File: src/rtl/stim_pkg.sv
// Shared types and defaults for the stimulus player / MISR compactor.
package stim_pkg;

  typedef enum logic [1:0] {
    IDLE = 2'd0,
    PLAY = 2'd1,
    DONE = 2'd2
  } stim_state_t;

  // Vector entry at the default 8-bit stimulus / 8-bit hold widths.
  typedef struct packed {
    logic [7:0] hold;
    logic [7:0] data;
  } stim_entry_t;

  localparam logic [7:0] DEF_POLY = 8'h1D;
  localparam logic [7:0] DEF_SEED = 8'h00;

endpackage

File: src/rtl/misr.sv
// Multiple-input signature register: Galois-style shift with feedback POLY,
// XORing the parallel input word into every update.
module misr #(
  parameter int unsigned      OUT_W = 8,
  parameter logic [OUT_W-1:0] POLY  = 8'h1D,
  parameter logic [OUT_W-1:0] SEED  = '0
) (
  input  logic             clk,
  input  logic             reset,
  input  logic             clear,
  input  logic             en,
  input  logic [OUT_W-1:0] din,
  output logic [OUT_W-1:0] sig
);

  // Signature register: reset/clear to SEED, otherwise compact din when enabled.
  always_ff @(posedge clk) begin
    if (reset || clear) begin
      sig <= SEED;
    end else if (en) begin
      sig <= {sig[OUT_W-2:0], 1'b0} ^ (sig[OUT_W-1] ? POLY : '0) ^ din;
    end
  end

endmodule

File: src/rtl/stim_player_misr.sv
// Stimulus player: replays a loadable list of {hold, data} vectors onto the
// design inputs while compacting the design outputs into a MISR signature.
module stim_player_misr
  import stim_pkg::*;
#(
  parameter int unsigned      IN_W   = 8,
  parameter int unsigned      OUT_W  = 8,
  parameter int unsigned      DEPTH  = 16,
  parameter int unsigned      HOLD_W = 8,
  parameter logic [OUT_W-1:0] POLY   = OUT_W'(DEF_POLY),
  parameter logic [OUT_W-1:0] SEED   = OUT_W'(DEF_SEED)
) (
  input  logic                     clk,
  input  logic                     reset,
  input  logic                     load_en,
  input  logic [$clog2(DEPTH)-1:0] load_addr,
  input  logic [IN_W-1:0]          load_data,
  input  logic [HOLD_W-1:0]        load_hold,
  input  logic                     start,
  input  logic [$clog2(DEPTH):0]   num_vectors,
  input  logic                     loop,
  input  logic                     abort,
  input  logic [OUT_W-1:0]         dut_out,
  output logic [IN_W-1:0]          stim_out,
  output logic                     busy,
  output logic                     done,
  output logic [$clog2(DEPTH)-1:0] vec_idx,
  output logic [OUT_W-1:0]         signature
);

  localparam int unsigned AW = $clog2(DEPTH);

  typedef struct packed {
    logic [HOLD_W-1:0] hold;
    logic [IN_W-1:0]   data;
  } entry_t;

  entry_t            mem [DEPTH];
  stim_state_t       state, state_next;
  logic [HOLD_W-1:0] cnt;
  logic [AW:0]       n_lat;
  logic              loop_lat;
  logic              vec_expire, vec_last, start_take;
  logic [AW-1:0]     idx_next;

  // A hold of zero still plays the vector for one cycle.
  function automatic logic [HOLD_W-1:0] eff_hold(input logic [HOLD_W-1:0] h);
    return (h == '0) ? HOLD_W'(1) : h;
  endfunction

  // Vector memory: synchronous write, blocked while playing.
  always_ff @(posedge clk) begin
    if (load_en && state != PLAY) begin
      mem[load_addr] <= {load_hold, load_data};
    end
  end

  // State register.
  always_ff @(posedge clk) begin
    if (reset) state <= IDLE;
    else       state <= state_next;
  end

  // Next-state and vector sequencing decisions.
  always_comb begin
    state_next = state;
    start_take = 1'b0;
    vec_expire = (cnt == HOLD_W'(1));
    vec_last   = ({1'b0, vec_idx} == (n_lat - 1'b1));
    idx_next   = vec_last ? '0 : vec_idx + 1'b1;
    case (state)
      IDLE, DONE: begin
        if (start) begin
          start_take = 1'b1;
          state_next = (num_vectors == '0) ? DONE : PLAY;
        end
      end
      PLAY: begin
        if (abort || (vec_expire && vec_last && !loop_lat)) state_next = DONE;
      end
      default: state_next = IDLE;
    endcase
  end

  // Output and playback datapath registers.
  always_ff @(posedge clk) begin
    if (reset) begin
      stim_out <= '0;
      busy     <= 1'b0;
      done     <= 1'b0;
      vec_idx  <= '0;
      cnt      <= '0;
      n_lat    <= '0;
      loop_lat <= 1'b0;
    end else begin
      case (state)
        IDLE, DONE: begin
          if (start) begin
            n_lat    <= num_vectors;
            loop_lat <= loop;
            vec_idx  <= '0;
            done     <= (num_vectors == '0);
            if (num_vectors != '0) begin
              busy     <= 1'b1;
              stim_out <= mem[0].data;
              cnt      <= eff_hold(mem[0].hold);
            end
          end
        end
        PLAY: begin
          if (state_next == DONE) begin
            busy     <= 1'b0;
            done     <= 1'b1;
            stim_out <= '0;
          end else if (vec_expire) begin
            vec_idx  <= idx_next;
            stim_out <= mem[idx_next].data;
            cnt      <= eff_hold(mem[idx_next].hold);
          end else begin
            cnt <= cnt - 1'b1;
          end
        end
        default: ;
      endcase
    end
  end

  misr #(
    .OUT_W (OUT_W),
    .POLY  (POLY),
    .SEED  (SEED)
  ) u_misr (
    .clk   (clk),
    .reset (reset),
    .clear (start_take),
    .en    (state == PLAY),
    .din   (dut_out),
    .sig   (signature)
  );

endmodule

File: config.mk
export PLATFORM = sky130hd
export DESIGN_NAME = stim_player_misr
export DESIGN_NICKNAME = d
export VERILOG_FILES = /design/src/rtl/stim_pkg.sv /design/src/rtl/misr.sv /design/src/rtl/stim_player_misr.sv
export SDC_FILE = /design/constraint.sdc
export NUM_CORES = 1
export LEC_CHECK = 0
export CELL_PAD_IN_SITES_DETAIL_PLACEMENT = 0
export CELL_PAD_IN_SITES_GLOBAL_PLACEMENT = 1
export CORE_AREA = 2 2 168 170
export DETAILED_ROUTE_END_ITERATION = 16
export DIE_AREA = 0 0 170 172
export PLACE_DENSITY_LB_ADDON = 0.1
export SLEW_MARGIN = 20
export SYNTH_ARGS = -nofsm -noshare
export SYNTH_HDL_FRONTEND = slang
export SYNTH_SLANG_ARGS = --single-unit
File: constraint.sdc
create_clock -name clk -period 3 [get_ports clk]
set_input_delay 0.9 -clock clk [delete_from_list [all_inputs] [get_ports clk]]
set_output_delay 0.9 -clock clk [all_outputs]
set_load 0.005 [all_outputs]
Word-level counts from Yosys, hierarchy flattened
Memory sizes are Yosys's and may differ from the RTL's.
Cells that the tools add are included.
Word-level totals
  bits in writable memories: 256
  memories kept: 1
  output and inout port bits: 22
  input port bits: 39
  bits in registers: 38
  word-level logic and storage cells: 79
Memories
  mem: words 16, width 16, read ports 2, clocked after memory_dff 0, wr ports 1, RTL line stim_player_misr.sv:38  | entry_t mem [DEPTH];
Operators by class
  eq/ne operators: 12
  muxes and demuxes: 33
  add/sub/neg operators: 3
  reductions and logical operators: 19
  bitwise logic cells: 2
Operators by type and width (number)
  2-to-1 mux 8 bit: 10
  case mux 8 bit (2 select lines): 2
  zero test 8 bit: 2
  2-to-1 mux 4 bit: 4
  AND reduction 4 bit: 4
  bitwise XOR 8 bit: 2
  != test 2 bit, second input constant: 5
  2-to-1 mux 1 bit: 9
  == test 8 x 1 -> 1 bit, second input constant: 1
  case mux 4 bit (2 select lines): 1
  subtractor 8 x 1 -> 8 bit, second input constant: 1
  2-to-1 mux 2 bit: 3
  == test 4 x 5 -> 1 bit: 1
  zero test 5 bit: 1
  2-to-1 mux 5 bit: 1
  nonzero test 5 bit: 1
  subtractor 5 x 1 -> 5 bit, second input constant: 1
  adder 4 x 1 -> 4 bit, second input constant: 1
  == test 2 bit, second input constant: 2
  case mux 1 bit (2 select lines): 2
  case mux 2 bit (2 select lines): 1
  logical AND 1 bit: 3
  != test 3 bit, second input constant: 1
  AND reduction 3 bit: 1
  other kinds (8): 9

Depth between registers and ports, before layout
Gate-level depths: netlist (run 1).
  word-level depth: 10
  gate-level depth with buffers: 13
  gate-level depth less buffers: 11

Hierarchy
Synthesis (run 1) repeated with hierarchy kept, for this count alone.
Unflattened totals
  cell total of the unflattened synthesis: 858
  area total of the unflattened synthesis: 12330.6 um^2
By module, submodules not included
  stim_player_misr: cells an instance 818, area an instance 11893.9 um^2, seq. area each 8287.9 um^2, instances 1
  misr: cells an instance 40, area an instance 436.7 um^2, seq. area each 160.2 um^2, instances 1

Worst setup path before layout (run 1)
No wires, ideal clock.
  path type: input -> register
  start point: input port load_addr[1]
  end point: memory mem[0][0] in the netlist's numbering, enable pin
  stages: 2
  library setup time: 0.409 ns
  arrival: 2.771 ns
  buffers on the path: 0
  data required time: 2.591 ns
  path slack: -0.180 ns
  path through: or4b_2 nor3_1
RTL lines
  from (decl): RTL line stim_player_misr.sv:16  | input logic [$clog2(DEPTH)-1:0] load_addr,
  to (decl): RTL line stim_player_misr.sv:38
Straight into the memory's write port.

Final worst setup path (run 1)
  start point: register n_lat[1]
  end point: register cnt[0]
On the way
  cells in the longest elaborated chain, start to end: 10
  elaborated cells between the ends (all ways): 17
  classes of those cells: 1 x add/sub; 3 x eq/ne; 7 x mux; 5 x reduce/logical; 1 x memory
Ends and longest elaborated chain
  from (decl): RTL line stim_player_misr.sv:41  | logic [AW:0] n_lat;
  from (signal assigned): RTL line stim_player_misr.sv:99  | n_lat <= num_vectors;
  subtractor 5 x 1 -> 5 bit (*): RTL line stim_player_misr.sv:69  | vec_last = ({1'b0, vec_idx} == (n_lat - 1'b1));
  == test 4 x 5 -> 1 bit (*): RTL line stim_player_misr.sv:69
  branches (longest 8 deep; another with memory read (16 x 16 bit))
  to (signal assigned): RTL line stim_player_misr.sv:106  | cnt <= eff_hold(mem[0].hold);
  to (signal assigned): RTL line stim_player_misr.sv:118  | cnt <= eff_hold(mem[idx_next].hold);
  to (signal assigned): RTL line stim_player_misr.sv:120  | cnt <= cnt - 1'b1;
  to (decl): RTL line stim_player_misr.sv:40  | logic [HOLD_W-1:0] cnt;
Mark *: on every way between the ends. The select of a mux whose other input is x is not followed.
A chain may end at the register's enable or synchronous reset.

==> flow_metrics.tcl, run 1 <==
set metrics [dict create \
    synth_area_leaders "edfxtp_1 (63%), dfxtp_1 (6.2%), mux4_2 (3.7%)" \
    async_flop_share 0 \
    antenna_found_initial 0 \
    finalCritPeriodShare 0.939 \
    p_leak_uw 0.00486 \
    cts.htree.levels 1 \
    dpl_cell_area_sq_um 13800 \
    setup_viol 0 \
    yosysTopAreaCell "edfxtp_1" \
    nNetsFinal 1035 \
    multi_input_area_sq_um 3660 \
    tightestPinTransition_ns 0.846 \
    drt_wl_total_um 33000 \
    synth_edf_count 256 \
    maxCapViolCount 0 \
    worst_ep_arrival_time_ns 3.30 \
    grt_max_degree 46 \
    crit_fanout 5 \
    dieArea_sq_um 29200 \
    grt_util_all_layers 0.228 \
    yosysSeqAreaShare 0.691 \
    coreArea_sq_um 27500 \
    drc 0 \
    finalHoldViolCount 0 \
    synth.distinct_cells 61 \
    grt_pass1_vias 7965 \
    end_kind "register" \
    slew_headroom 0.436 \
    start_kind "register" \
    dr.pass1.iters 5 \
    power.density_nw_per_um2 588 \
    dieHeight_um 172 \
    overflow 0 \
    cts_buffers 31 \
    worst-r2r-setup-slack_ns 0.18 \
    hp-class "register to register" \
    postRouteAntennaNets 0 \
    fmax_mhz 355 \
    start_util 0.445 \
    worst-setup-path-type "register to register" \
    required_ns 3.48 \
    cts_buffer_depth 3 \
    avgSynthCellArea_sq_um 13.8 \
    clkTransAtPathRegs_ns 0.06 \
    outcome "completed" \
    fin_area_sq_um 14900 \
    ys_ff_latch 294 \
    final_common_cell "edfxtp_1" \
    grt_pass1_wl_um 49000 \
    yosys.area.top_type_share 0.628 \
    wire_per_inst_um 24.3 \
    drive_above_1_share 0.172 \
    vias 7963 \
    seqCellArea_sq_um 8450 \
    placed_cells 1300 \
    final_cells 1361 \
    fillCellCount 2259 \
    cts_tree "done" \
    gp_congestion 0.883 \
    port_buffers 60 \
    synth-main-ff-cell "edfxtp_1" \
    synth_nets 929 \
    vias_per_cell 5.85 \
    dp_hpwl_um 21400 \
    cts_hold_buf 0 \
    final_cell_mix "edfxtp_1 (256), nand2_1 (76), a21oi_1 (61)" \
    peakVddDrop_v 0.000361 \
    cts_sinks 294 \
    syn-instance-count 886 \
    root_buffer "clkbuf_16" \
    min_period_ns 2.82 \
    clock_latency_ns 0.57 \
    syn_to_final_growth_pct 21.8 \
    num_rows 61 \
    die-width_um 170 \
    skew_ns 0.0200 \
    slew_viol_final 0 \
    num_io_pins 61 \
    drt_iter0_markers 806 \
    diodes 0 \
    synth_area_sq_um 12200 \
    ys_warn_count 0 \
]
per-stage QoR:
| stage | hold WS [ns] | TNS [ns] | utilization | power (uW) | setup WS (ns) |
|---|---|---|---|---|---|
| detailed placement | 0.478 | -0.0594 | 0.501 | 5130 | -0.0491 |
| finish | 0.476 | 0 | 0.542 | 8760 | 0.184 |
| global placement | 0.462 | 0 | 0.501 | 5120 | 0.0719 |
| global route | 0.513 | -0.0159 | 0.542 | 9040 | -0.0159 |
| floorplan | 0.437 | 0 | - | 4860 | 0.183 |
| CTS | 0.487 | 0 | 0.537 | 8810 | 0.0502 |
critical path, stage by stage (launching register included):
cell and delay [ns]:
dfxtp_2 0.34, inv_1 0.05, ha_2 0.20, o21ba_1 0.20, a221oi_4 0.32, o2111a_2 0.37
buf_4 0.17, nor2_4 0.05, buf_12 0.18, o32ai_4 0.31, and4_1 0.23, nand4_1 0.10
a211oi_1 0.23
repair_timing:
action | in CTS | in global routing
gates resized for setup | 1 | 17
setup endpoints to repair | 3 | 16
pin swaps | 0 | 8
setup buffers | 0 | 5
state kept, by name, indices dropped and copies added (netlist names):
signal	cells
stim_out	8
cnt	8
state	2
u_misr.sig	8
n_lat	5
busy	1
mem	256
done	1
vec_idx	4
loop_lat	1
layout make-up:
type / count / share of cell area
clock buffer: 46 / 0.0593
clock inverter: 10 / 0.00672
inverter: 7 / 0.00176
multi-input combinational: 531 / 0.245
sequential: 294 / 0.567
tap: 346 / 0.0291
timing repair buffer: 127 / 0.0905
cell families after synthesis:
logic type / Yosys count / synth area share
compound gates: 207 / 0.109
fa+ha+maj: 4 / 0.00409
xor+xnor: 25 / 0.0179
mux: 47 / 0.0599
simple gates: 248 / 0.0954
buf+inv: 61 / 0.0227
flops: 294 / 0.691
per-layer routing:
layer	vias to the layer above	wire length, um	share of wire	GRT usage
met5	-	0	0	0
met4	0	1060	0.032	0.0806
li1	3629	-	-	-
met3	62	2170	0.066	0.0350
met1	3959	14700	0.44	0.321
met2	313	15100	0.46	0.363
Yosys cell counts (3+ instances only):
| master | number |
|---|---|
| a211oi_1 | 15 |
| a21o_1 | 7 |
| a21oi_1 | 63 |
| a221oi_1 | 18 |
| a22oi_1 | 3 |
| a311oi_1 | 7 |
| a31oi_1 | 11 |
| a32o_1 | 3 |
| and3_1 | 9 |
| buf_1 | 4 |
| buf_2 | 15 |
| buf_4 | 4 |
| clkbuf_1 | 29 |
| dfxtp_1 | 38 |
| edfxtp_1 | 256 |
| ha_1 | 4 |
| inv_1 | 7 |
| mux2_2 | 10 |
| mux2i_1 | 17 |
| mux4_2 | 20 |
| nand2_1 | 76 |
| nand2b_1 | 10 |
| nand3_1 | 26 |
| nand4b_1 | 3 |
| nor2_1 | 71 |
| nor2_2 | 3 |
| nor2b_1 | 12 |
| nor3_1 | 21 |
| o211ai_1 | 15 |
| o21ai_0 | 41 |
| o22ai_1 | 8 |
| xnor2_1 | 18 |
| xor2_1 | 7 |
power by group:
| group | internal (uW) | switching [uW] |
|---|---|---|
| clock | 2190 | 1510 |
| combinational | 209 | 281 |
| sequential | 4520 | 43.6 |
final timing paths:
kind / start / end / cells past startpoint
setup / recovery: n_lat[1] / cnt[0] / 12
hold / removal: n_lat[1] / n_lat[1] / 2
setup reg to reg: n_lat[1] / cnt[0] / 12
hold reg to reg: n_lat[1] / n_lat[1] / 2
No activity file was read; power rests on OpenSTA's default activity.
==> run 2: changes to the inputs <==
ABC_AREA = 1   (was unset)
CORE_AREA = 2 2 173 175   (was 2 2 168 170)
CTS_CLUSTER_SIZE = 40   (was unset)
DIE_AREA = 0 0 175 177   (was 0 0 170 172)
==> flow_metrics.tcl, run 2 <==
set metrics [dict create \
    ys_warn_count 0 \
    min_period_ns 2.75 \
    drt_wl_total_um 34300 \
    dp_hpwl_um 21200 \
    synth_nets 1190 \
    cts_hold_buf 0 \
    post-place-ws_ns 0.104 \
    overflow 0 \
    worst_ep_arrival_time_ns 3.20 \
    slew_headroom 0.570 \
    setup_ws_ns 0.247 \
    drc 0 \
    drt_iter0_markers 701 \
    wire_per_inst_um 20.6 \
    p_leak_uw 0.00554 \
    dieArea_sq_um 31000 \
    grt_util_all_layers 0.224 \
    num_io_pins 61 \
    tightestPinTransition_ns 0.645 \
    end_kind "register" \
    num_rows 63 \
    syn-instance-count 1147 \
    syn_to_final_growth_pct 19.9 \
    hold-worst-slack_ns 0.478 \
    final_cells 1664 \
    yosys.area.top_type_share 0.608 \
    cts_buffers 34 \
    largest_reg_flops 256 \
    power_uw 10300 \
    cts_sinks 294 \
    yosysTopAreaCell "edfxtp_1" \
    die-width_um 175 \
    ys_top_cells_by_count "edfxtp_1 (256), nand3_1 (188), nand2_1 (174), nor2_1 (125), inv_1 (71)" \
    finalCritPeriodShare 0.918 \
    start_kind "register" \
    synth_area_leaders "edfxtp_1 (61%), nand3_1 (7.4%), dfxtp_1 (6.0%)" \
    final_common_cell "edfxtp_1" \
    peakVddDrop_v 0.000451 \
    worst-setup-path-type "register to register" \
    port_buffers 60 \
    slew_viol_final 0 \
    setup_viol 0 \
    skew_ns 0.0186 \
    dieHeight_um 177 \
    postRouteAntennaNets 0 \
    required_ns 3.45 \
    synth-main-ff-cell "edfxtp_1" \
    crit_fanout 28 \
    gp_congestion 0.796 \
    fmax_mhz 363 \
    clkTransAtPathRegs_ns 0.06 \
    async_flop_share 0 \
    final_cell_mix "edfxtp_1 (256), nand3_1 (188), nand2_1 (173)" \
    grt_max_degree 71 \
    tns_ns 0 \
    synth_area_sq_um 12600 \
    cts.htree.levels 2 \
    avgSynthCellArea_sq_um 11.0 \
    diodes 0 \
    yosysSeqAreaShare 0.668 \
    nNetsFinal 1292 \
    power.density_nw_per_um2 681 \
    synth_most_common_cell "edfxtp_1" \
    hp-class "register to register" \
    clock_latency_ns 0.51 \
    antenna_found_initial 0 \
    placed_cells 1603 \
    coreArea_sq_um 29200 \
    root_buffer "clkbuf_16" \
    ys_ff_latch 294 \
    cts_buffer_depth 3 \
    synth.distinct_cells 41 \
    worst-r2r-setup-slack_ns 0.25 \
    start_util 0.432 \
    outcome "completed" \
    vias 8870 \
    synth_edf_count 256 \
    vias_per_cell 5.33 \
    rsz0062_at_grt "yes" \
    top_register "mem" \
    dr.pass1.iters 5 \
    cts_tree "done" \
    grt_pass1_vias 8698 \
    maxCapViolCount 0 \
    drive_above_1_share 0.128 \
    grt_pass1_wl_um 52200 \
    finalHoldViolCount 0 \
]
## run 2: worst paths after layout
check                              start     end  depth (start not counted)
worst max register to register  n_lat[0]  cnt[0]                         20
worst min register to register      busy    busy                          2
worst max-delay path            n_lat[0]  cnt[0]                         20
worst min-delay path                busy    busy                          2
## run 2: through the flow
step	area, sq um	util
after floorplan	12600	-
after detailed placement	14100	0.482
final	15200	0.518
after global placement	14100	0.482
after CTS	15100	0.517
after global routing	15200	0.518
## run 2: repair_timing
item,4_1_cts,5_1_grt
endpoints found under the setup margin,0,11
resized for setup,0,9
setup buffers,0,0
## run 2: critical path, stage by stage, from the launching register on
cell	delay, ns
dfxtp_1	0.35
inv_1	0.09
ha_1	0.31
nand2_1	0.07
inv_1	0.03
nor2_1	0.12
nand3_2	0.11
nor2_4	0.14
nand2_8	0.13
nand2_8	0.13
buf_12	0.19
nand2_1	0.07
nand3_1	0.07
nand3_1	0.12
nand3_1	0.12
nand2_1	0.14
nor2_1	0.13
nand2_1	0.06
o21ai_1	0.13
nand2_1	0.06
a21oi_1	0.11
## run 2: report_power, final
part | internal [uW] | leakage, uW | switching [uW]
sequential | 4540 | 0.00262 | 64.4
clock | 2220 | 0.000505 | 1590
combinational | 695 | 0.00241 | 1210
total | 7460 | 0.00554 | 2860
## run 2: final cells by class
| type | instances | area [sq um] |
|---|---|---|
| fill | 2622 | 14100 |
| timing repair buffer | 127 | 1260 |
| sequential | 294 | 8450 |
| clock buffer | 47 | 910 |
| tap | 390 | 488 |
| multi-input combinational | 712 | 3630 |
| inverter | 80 | 308 |
| clock inverter | 14 | 111 |
## run 2: per-layer routing
| layer | track usage | share of wire | vias up |
|---|---|---|---|
| li1 | - | - | 4253 |
| met1 | 0.319 | 0.46 | 4320 |
| met2 | 0.359 | 0.46 | 255 |
| met3 | 0.0380 | 0.060 | 42 |
| met4 | 0.0590 | 0.019 | 0 |
| met5 | 0 | 0 | - |
## run 2: cell families after synthesis
family	share of synthesized area
xor+xnor	0.0111
fa+ha+maj	0.00396
buf+inv	0.0502
simple gates	0.198
flops	0.668
compound gates	0.0692
==> run 3: changes to the inputs <==
ABC_AREA = unset   (was 1)
CORE_AREA = 2 2 168 170   (was 2 2 173 175)
DIE_AREA = 0 0 170 172   (was 0 0 175 177)
==> results of run 3 <==
No change in the layout: final DEF, timing and power equal those of run 1.
